[config.mk]
export PLATFORM = sky130hd
export DESIGN_NAME = lif_array_flat
export DESIGN_NICKNAME = d
export VERILOG_FILES = /design/src/rtl/lif_array_if.sv /design/src/rtl/lif_array.sv /design/src/flat_wrapper.sv
export SDC_FILE = /design/constraint.sdc
export NUM_CORES = 1
export LEC_CHECK = 0
export CAP_MARGIN = 25
export CORE_ASPECT_RATIO = 0.75
export CORE_UTILIZATION = 50
export DETAILED_ROUTE_END_ITERATION = 6
export GPL_TIMING_DRIVEN = 0
export PLACE_DENSITY_LB_ADDON = 0.3
export SYNTH_ARGS = -nofsm -noshare
export SYNTH_HDL_FRONTEND = slang
export SYNTH_SLANG_ARGS = --single-unit
[constraint.sdc]
create_clock -name clk -period 12.9 [get_ports clk]
set_clock_uncertainty 0.15 [all_clocks]
set_input_delay 2.58 -clock clk [delete_from_list [all_inputs] [get_ports clk]]
set_output_delay 2.58 -clock clk [all_outputs]
set_load 0.05 [all_outputs]
[src/rtl/lif_array_if.sv]
// lif_array_if: address-event stream of lif_array (valid/ready handshake) together
// with the sticky overflow flag that qualifies it.
interface lif_array_if #(
   parameter int N_CH = 4
);
   localparam int AW = $clog2(N_CH);

   logic          ev_valid;
   logic          ev_ready;
   logic [AW-1:0] ev_addr;
   logic          ev_overflow;

   modport master (
      output ev_valid,
      output ev_addr,
      output ev_overflow,
      input  ev_ready
   );

   modport slave (
      input  ev_valid,
      input  ev_addr,
      input  ev_overflow,
      output ev_ready
   );
endinterface

[src/rtl/lif_array.sv]
// lif_array: N_CH leaky integrate-and-fire neurons sharing one config register file,
// advanced by a tick strobe, with spikes reported as a round-robin AER stream.
module lif_array #(
   parameter int N_CH        = 4,
   parameter int W           = 8,
   parameter int RW          = 4,
   parameter int THRESH_INIT = 200,
   parameter int LEAK_INIT   = 1
) (
   input  logic              clk,
   input  logic              rst,
   input  logic              tick,
   input  logic [N_CH*W-1:0] current,
   input  logic              cfg_we,
   input  logic [1:0]        cfg_addr,
   input  logic [W-1:0]      cfg_wdata,
   output logic [N_CH*W-1:0] state,
   output logic [N_CH-1:0]   spike,
   lif_array_if.master       ev
);

   localparam int AW = $clog2(N_CH);
   localparam int LW = $clog2(W + 1);

   typedef enum logic [1:0] {
      CFG_THRESH = 2'd0,
      CFG_LEAK   = 2'd1,
      CFG_REFR   = 2'd2,
      CFG_CTRL   = 2'd3
   } cfg_sel_e;

   // Shared configuration
   logic [W-1:0]  thresh_q;
   logic [LW-1:0] leak_q;
   logic [RW-1:0] refr_per_q;
   logic          sub_mode_q;
   logic          enable_q;

   // Per-channel neuron state
   logic [N_CH-1:0][W-1:0]  mem_q, mem_d;
   logic [N_CH-1:0][RW-1:0] refr_q, refr_d;
   logic [N_CH-1:0]         spike_q, fire_d;
   logic [N_CH-1:0][W-1:0]  cur;
   logic [N_CH-1:0][W-1:0]  leaked, sum_sat;
   logic [N_CH-1:0][W:0]    sum_wide;
   logic                    step;

   // Event arbitration
   logic [N_CH-1:0] pending_q, pending_d;
   logic [AW-1:0]   ptr_q, ptr_d;
   logic [AW-1:0]   ev_sel, sel_hi, sel_lo;
   logic            hit_hi;
   logic            grant;
   logic            ovf_q, ovf_set, ovf_clr;

   assign cur = current;

   // NOTE: sequential state always uses non-blocking (<=) so every register
   // samples pre-edge values regardless of block ordering.
   always_ff @(posedge clk or posedge rst) begin
      if (rst) begin
         thresh_q   <= W'(THRESH_INIT);
         leak_q     <= LW'(LEAK_INIT);
         refr_per_q <= '0;
         sub_mode_q <= 1'b0;
         enable_q   <= 1'b1;
      end else if (cfg_we) begin
         case (cfg_sel_e'(cfg_addr))
            CFG_THRESH: thresh_q   <= cfg_wdata;
            CFG_LEAK:   leak_q     <= cfg_wdata[LW-1:0];
            CFG_REFR:   refr_per_q <= cfg_wdata[RW-1:0];
            CFG_CTRL: begin
               sub_mode_q <= cfg_wdata[0];
               enable_q   <= cfg_wdata[1];
            end
            default: ;
         endcase
      end
   end

   assign step = tick && enable_q;

   // NOTE: every signal written here gets its default before any branch,
   // so no path can leave it unassigned and infer a latch.
   always_comb begin
      for (int c = 0; c < N_CH; c++) begin
         leaked[c]   = (leak_q >= LW'(W)) ? '0 : (mem_q[c] >> leak_q);
         sum_wide[c] = {1'b0, leaked[c]} + {1'b0, cur[c]};
         sum_sat[c]  = sum_wide[c][W] ? '1 : sum_wide[c][W-1:0];
         mem_d[c]    = mem_q[c];
         refr_d[c]   = refr_q[c];
         fire_d[c]   = 1'b0;
         if (step) begin
            if (refr_q[c] != '0) begin
               // Refractory: keep leaking but ignore input and never fire
               mem_d[c]  = leaked[c];
               refr_d[c] = refr_q[c] - RW'(1);
            end else if (sum_sat[c] >= thresh_q) begin
               fire_d[c] = 1'b1;
               mem_d[c]  = sub_mode_q ? (sum_sat[c] - thresh_q) : '0;
               refr_d[c] = refr_per_q;
            end else begin
               mem_d[c] = sum_sat[c];
            end
         end
      end
   end

   always_ff @(posedge clk or posedge rst) begin
      if (rst) begin
         mem_q   <= '0;
         refr_q  <= '0;
         spike_q <= '0;
      end else begin
         mem_q   <= mem_d;
         refr_q  <= refr_d;
         spike_q <= fire_d;
      end
   end

   // Round-robin pick: lowest pending channel at or above the pointer,
   // otherwise the lowest pending channel overall (the wrapped case).
   always_comb begin
      hit_hi = 1'b0;
      sel_hi = '0;
      sel_lo = '0;
      for (int c = N_CH - 1; c >= 0; c--) begin
         if (pending_q[c]) begin
            sel_lo = AW'(c);
            if (c >= int'(ptr_q)) begin
               hit_hi = 1'b1;
               sel_hi = AW'(c);
            end
         end
      end
      ev_sel = hit_hi ? sel_hi : sel_lo;
   end

   assign grant   = (|pending_q) && ev.ev_ready;
   assign ovf_clr = cfg_we && (cfg_sel_e'(cfg_addr) == CFG_CTRL) && cfg_wdata[7];

   always_comb begin
      pending_d = pending_q;
      ptr_d     = ptr_q;
      ovf_set   = 1'b0;
      if (grant) begin
         pending_d[ev_sel] = 1'b0;
         ptr_d = (ev_sel == AW'(N_CH - 1)) ? '0 : ev_sel + AW'(1);
      end
      // A spike on the granted channel re-arms it; one on any other pending
      // channel is folded into the existing event and flagged.
      for (int c = 0; c < N_CH; c++) begin
         if (fire_d[c]) begin
            if (pending_d[c]) begin
               ovf_set = 1'b1;
            end
            pending_d[c] = 1'b1;
         end
      end
   end

   always_ff @(posedge clk or posedge rst) begin
      if (rst) begin
         pending_q <= '0;
         ptr_q     <= '0;
         ovf_q     <= 1'b0;
      end else begin
         pending_q <= pending_d;
         ptr_q     <= ptr_d;
         if (ovf_set) begin
            ovf_q <= 1'b1;
         end else if (ovf_clr) begin
            ovf_q <= 1'b0;
         end
      end
   end

   assign state          = mem_q;
   assign spike          = spike_q;
   assign ev.ev_valid    = |pending_q;
   assign ev.ev_addr     = ev_sel;
   assign ev.ev_overflow = ovf_q;

   a_addr_pending: assert property (@(posedge clk) disable iff (rst)
      ev.ev_valid |-> pending_q[ev_sel]);

endmodule

[src/flat_wrapper.sv]
// flat-port wrapper written by rule: the top's interface ports become plain ports
module lif_array_flat 
#(
   parameter int N_CH        = 4,
   parameter int W           = 8,
   parameter int RW          = 4,
   parameter int THRESH_INIT = 200,
   parameter int LEAK_INIT   = 1
)
  (clk, rst, tick, current, cfg_we, cfg_addr, cfg_wdata, state, spike, ev_ev_valid, ev_ev_addr, ev_ev_overflow, ev_ev_ready);
  lif_array_if #(.N_CH(N_CH)) ev_i ();
  input  logic clk;
  input  logic rst;
  input  logic tick;
  input  logic [N_CH*W-1:0] current;
  input  logic cfg_we;
  input  logic [1:0] cfg_addr;
  input  logic [W-1:0] cfg_wdata;
  output logic [N_CH*W-1:0] state;
  output logic [N_CH-1:0] spike;
  output wire logic [$bits(ev_i.ev_valid)-1:0] ev_ev_valid;
  output wire logic [$bits(ev_i.ev_addr)-1:0] ev_ev_addr;
  output wire logic [$bits(ev_i.ev_overflow)-1:0] ev_ev_overflow;
  input wire logic [$bits(ev_i.ev_ready)-1:0] ev_ev_ready;
  assign ev_ev_valid = ev_i.ev_valid;
  assign ev_ev_addr = ev_i.ev_addr;
  assign ev_ev_overflow = ev_i.ev_overflow;
  assign ev_i.ev_ready = ev_ev_ready;
  lif_array #(.N_CH(N_CH), .W(W), .RW(RW), .THRESH_INIT(THRESH_INIT), .LEAK_INIT(LEAK_INIT)) u_core (.clk(clk), .rst(rst), .tick(tick), .current(current), .cfg_we(cfg_we), .cfg_addr(cfg_addr), .cfg_wdata(cfg_wdata), .state(state), .spike(spike), .ev(ev_i));
endmodule
Word level (Yosys, flattened, before mapping)
Index checks and enable logic that the tools add are counted.

cells by class
  $add $sub $neg = 13
  multipliers = 0
  div/mod/pow operators = 0
  $lt $le $gt $ge = 10
  equality and inequality tests = 4
  shift operators = 4
  mux-type cells = 76
  bitwise operators = 2
  reduce and logical (&&, ||, !) cells = 24

operator list
  cell                                                                                  number
  8-bit 2-to-1 mux                                                                      20
  8-bit by 8-bit adder with 9-bit output                                                4
  4-bit 2-to-1 mux                                                                      9
  1-bit 2-to-1 mux                                                                      34
  8-bit greater-or-equal comparator                                                     4
  8-bit by 4-bit >> shifter with 8-bit output                                           4
  8-bit subtractor                                                                      4
  2-bit 2-to-1 mux                                                                      12
  2-bit AND reduction                                                                   8
  4-bit nonzero test                                                                    4
  4-bit by 1-bit subtractor with 4-bit output (second input constant)                   4
  2-bit nonzero test                                                                    5
  2-bit == test (second input constant)                                                 3
  1-bit logical AND                                                                     5
  4-bit bitwise AND                                                                     1
  1-bit by 2-bit greater-or-equal comparator with 1-bit output (first input constant)   2
  4-bit greater-or-equal comparator (second input constant)                             1
  4-bit inverter                                                                        1
  4-bit OR reduction                                                                    1
  2-bit by 3-bit < comparator with 1-bit output (second input constant)                 1
  2-bit by 1-bit adder with 2-bit output (second input constant)                        1
  1-bit demux with 2-bit select                                                         1
  2-bit by 1-bit == test with 1-bit output (second input constant)                      1
  2-bit by 1-bit greater-or-equal comparator with 1-bit output (second input constant)  1
  other kinds (2)                                                                       2

word-level totals
  register bits after elaboration = 77
  bits in latches = 0
  memory bits (writable) = 0
  memory bits (read-only) = 0
  input bits = 47
  output and inout bits = 40
  logic and storage cells = 150
  memories = 0

Logic depth before layout (Yosys ltp)
  depth in word-level cells = 24
  gate-level depth with buffers = 23
  depth with buffers taken out = 20

Least setup slack after synthesis
Ideal clock, no wire load.

  path type = input -> register
  start = input current[24]
  end = register u_core.refr_q[15] (netlist name)
  library setup time = 0.095 ns
  data arrival time = 5.943 ns
  required time = 12.655 ns
  slack = 6.711 ns
  cell stages on the path = 17
  path buffers = 1
  path through = ha_1 inv_1 fa_1 nor2b_1 o31a_1 o21ai_0 a21oi_1 clkbuf_1 nor2_1 ha_1 fa_1 and2b_1 o21ai_1 a311o_1 and3_1 or3_1 o31ai_1

on the way
  cells in the longest elaborated chain, start to end = 5

RTL lines
  what                                    RTL line            RTL
  start, declared                         flat_wrapper.sv:15  input logic [N_CH*W-1:0] current;
  8-bit by 8-bit adder with 9-bit output  lif_array.sv:88     sum_wide[c] = {1'b0, leaked[c]} + {1'b0, cur[c]};
  8-bit 2-to-1 mux                        lif_array.sv:89     sum_sat[c] = sum_wide[c][W] ? '1 : sum_wide[c][W-1:0];
  8-bit greater-or-equal comparator       lif_array.sv:98     end else if (sum_sat[c] >= thresh_q) begin
  2-bit nonzero test (no line)            n/a
  2-bit AND reduction (no line)           n/a
  end signal, assigned                    lif_array.sv:116    refr_q <= refr_d;
  end, declared                           lif_array.sv:41     logic [N_CH-1:0][RW-1:0] refr_q, refr_d;

No other way between the ends.
A chain may end at the register's enable or synchronous reset.

Final worst setup path
  start = input current[24]
  end = register u_core.mem_q, in the netlist u_core.state[28]

on the way
  cells in the longest elaborated chain, start to end = 6
  elaborated cells between the ends (all ways) = 7
  classes of those cells = add/sub (2); order compare (1); mux (4)

RTL lines
  what                                        RTL line          RTL
  8-bit by 8-bit adder with 9-bit output (*)  lif_array.sv:88
  8-bit 2-to-1 mux (*)                        lif_array.sv:89
  8-bit subtractor                            lif_array.sv:100  mem_d[c] = sub_mode_q ? (sum_sat[c] - thresh_q) : '0;
  8-bit 2-to-1 mux                            lif_array.sv:100
  8-bit 2-to-1 mux (*)                        lif_array.sv:98
  8-bit 2-to-1 mux (*)                        lif_array.sv:94   if (refr_q[c] != '0) begin
  end signal, assigned                        lif_array.sv:115  mem_q <= mem_d;
  end, declared                               lif_array.sv:40   logic [N_CH-1:0][W-1:0] mem_q, mem_d;

Every way passes the cells marked *; elsewhere a longest branch is shown, timed or not.

==> flow_summary.ini <==
[synthesis]
synth_commonest_cells = nor2_1, nand2_1, o21ai_0
synthArstFlopShare = 1.00
synth_area_leaders = dfrtp_1, ha_1, nor2_1
synthCells = 959
synth_edf_count = 0
synth_top_area_cell = dfrtp_1
synth_seq_cells = 77
yosysMostFrequentCell = nor2_1
syn_avg_cell_area_um2 = 8.21
synth_cell_type_count = 71
synth_top_area_frac = 0.229
seq_area_frac_synth = 0.245
synth_nets = 1086
yosysWarnings = 0
syn-cell-area_um2 = 7880
ys.flop_type = dfrtp_1

[sta]
setup_viol = 0
tightest_slew_ns = 0.829
finalCritPeriodShare = 0.555
max_clock_freq_mhz = 140
min_period_ns = 7.15
max_slew_margin = 0.447
rsz0062_at_grt = false
hold_viol = 0
hold_ws_ns = 0.372
fin_tns_setup_ns = 0
slew_violations = 0

[clock_tree]
clockBufferDepth = 2
cts.sinks = 77
post_cts_resize_count = 0
clock_latency_ns = 0.35
cts_setup_buffers = 0
numCtsBuffers = 9
cts_tree = built
hold_buffers = 0
cts_htree_levels = 3
cts_root_buffer = clkbuf_16
clk_pin_slew_ns = 0.06

[layout]
nFillCells = 1356
post-route-util = 0.607
multi_input_area_um2 = 5630
final-seq-area_um2 = 1930
area.growth.synth_to_final_pct = 18.2
antennaDiodeCount = 0
final_nets = 1184
drive_gt1_frac = 0.0772

[run_status]
status = finished, final reports clean

[detailed_routing]
wl_per_cell_um = 20.6
wl_um = 26100
drtIter0Drc = 824
drc_errors = 0
routed_via_density = 6.38
ant_nets = 0
vias = 8078
dr.pass1.iters = 5

[die]
dieArea_um2 = 16300
die_y_um = 111
core-area_um2 = 15300
initial_core_util = 0.514
rows = 39
dieWidth_um = 147
io_pins = 87

[worst_setup_path]
crit_required_ns = 13.00
endpoint_kind = flip-flop
path_class = input pin to flip-flop
cp.arrival_ns = 7.26
r2r_setup_slack_ns = 6.31
path_max_fanout = 10
reg2reg_depth = 22
crit_path_start_kind = input pin

[global_route]
grt_util_met2 = 0.476
grt_use_met3 = 0.0872
use_met1 = 0.463
grt_pass1_wl_um = 41100
grt_pass1_vias = 7575
grt_usage = 0.325
grt_max_degree = 72
top_usage_layer = met2
gr-total-overflow = 0
antenna_found_initial = 0

[pwr]
ir_worst_vdd_mv = 0.156
powerDensity_nw_per_um2 = 270
leakagePower_nw = 3.96

[hold_path]
worstHoldPathCells = 1
worstHoldPathType = flip-flop to flip-flop

[placement]
dp_hpwl_um = 19600
port_buffers = 86
gp_congestion = 0.966

[job]
max_cap_violations = 0
==> layout make-up <==
cell class              count  share of cell area
plain buffers              35              0.0163
clock buffers               9              0.0242
clock inverters             7             0.00632
inverters                  44              0.0180
multi-input cells         803               0.604
flip-flops and latches     77               0.208
well taps                 205              0.0276
repair buffers             87              0.0955
==> metal layers <==
layer | wire length, um | share of wire
met1 | 11400 | 0.44
met2 | 11000 | 0.42
met3 | 2880 | 0.11
met4 | 803 | 0.031
met5 | 0 | 0
==> critical path, stage by stage <==
cell             delay (ns)
clkdlybuf4s50_1        0.46
ha_1                   0.19
inv_1                  0.07
fa_1                   0.41
nor2b_1                0.17
o31a_1                 0.18
o21ai_0                0.11
a21oi_1                0.26
clkbuf_1               0.31
nor2_1                 0.08
ha_1                   0.22
fa_1                   0.41
and2b_1                0.23
o21ai_1                0.08
a311o_1                0.39
a21oi_1                0.63
o211ai_1               0.20
a31oi_1                0.27
==> power by group <==
| part | internal, mW | total (mW) | switching [mW] | leakage [nW] |
|---|---|---|---|---|
| Combinational | 0.707 | 1.78 | 1.08 | 2.89 |
| Sequential | 0.337 | 0.486 | 0.149 | 0.937 |
| Clock | 0.133 | 0.247 | 0.114 | 0.133 |
==> cell families (layout without fill, tap and decap cells) <==
group / Yosys count / count (layout) / synth area share
and+or+nand+nor: 341 / 341 / 0.207
adders and majority gates: 80 / 80 / 0.135
DFF: 77 / 77 / 0.245
xor gates and xnor gates: 26 / 26 / 0.0289
muxes: 57 / 57 / 0.0969
AOI/OAI and AO/OA: 299 / 299 / 0.247
buffers and inverters: 79 / 182 / 0.0402
==> cell usage in the layout (no fill, tap or decap), types with 12 or more instances in the layout <==
master           instances
nor2_1                 102
nand3_1                 21
mux2i_1                 29
nor2b_1                 12
o21a_1                  16
o31ai_1                 13
inv_1                   43
nand2_1                 87
a211oi_1                20
a21oi_1                 63
o21ai_0                 74
mux4_2                  14
xnor2_1                 17
clkbuf_1                23
nor3_1                  29
a21o_1                  15
and2_1                  13
a31oi_1                 29
or2_2                   16
ha_1                    72
dfrtp_1                 72
clkdlybuf4s50_1         86
mux2_2                  14
==> through the flow <==
stage / setup WS, ns / total power, mW / cells / instance area, um2
after floorplan: 6.71 / 1.74 / 959 / 7880
after global placement: 5.58 / 2.19 / 1250 / 8990
after detailed placement: 5.51 / 2.22 / 1251 / 9020
after CTS: 5.86 / 2.48 / 1267 / 9310
after global routing: 5.48 / 2.69 / 1267 / 9310
final: 5.75 / 2.52 / 1267 / 9310
==> worst paths after layout <==
kind                                    from                 end
min reg2reg                u_core.refr_q[15]   u_core.refr_q[15]
min in group asynchronous                rst    u_core.refr_q[5]
max                              current[24]    u_core.state[28]
min                        u_core.refr_q[15]   u_core.refr_q[15]
max reg2reg                 u_core.leak_q[0]    u_core.state[28]
max in group asynchronous                rst  u_core.thresh_q[7]
==> sequential cells by signal, indices dropped and copies added (netlist names) <==
register and cells:
u_core.refr_per_q 4, u_core.refr_q 16, u_core.state 32, u_core.ev.ev_overflow 1, u_core.leak_q 4, u_core.ptr_q 2
u_core.enable_q 1, u_core.spike 4, u_core.thresh_q 8, u_core.pending_q 4, u_core.sub_mode_q 1
Note: power is estimated with default switching activity, not from simulation.
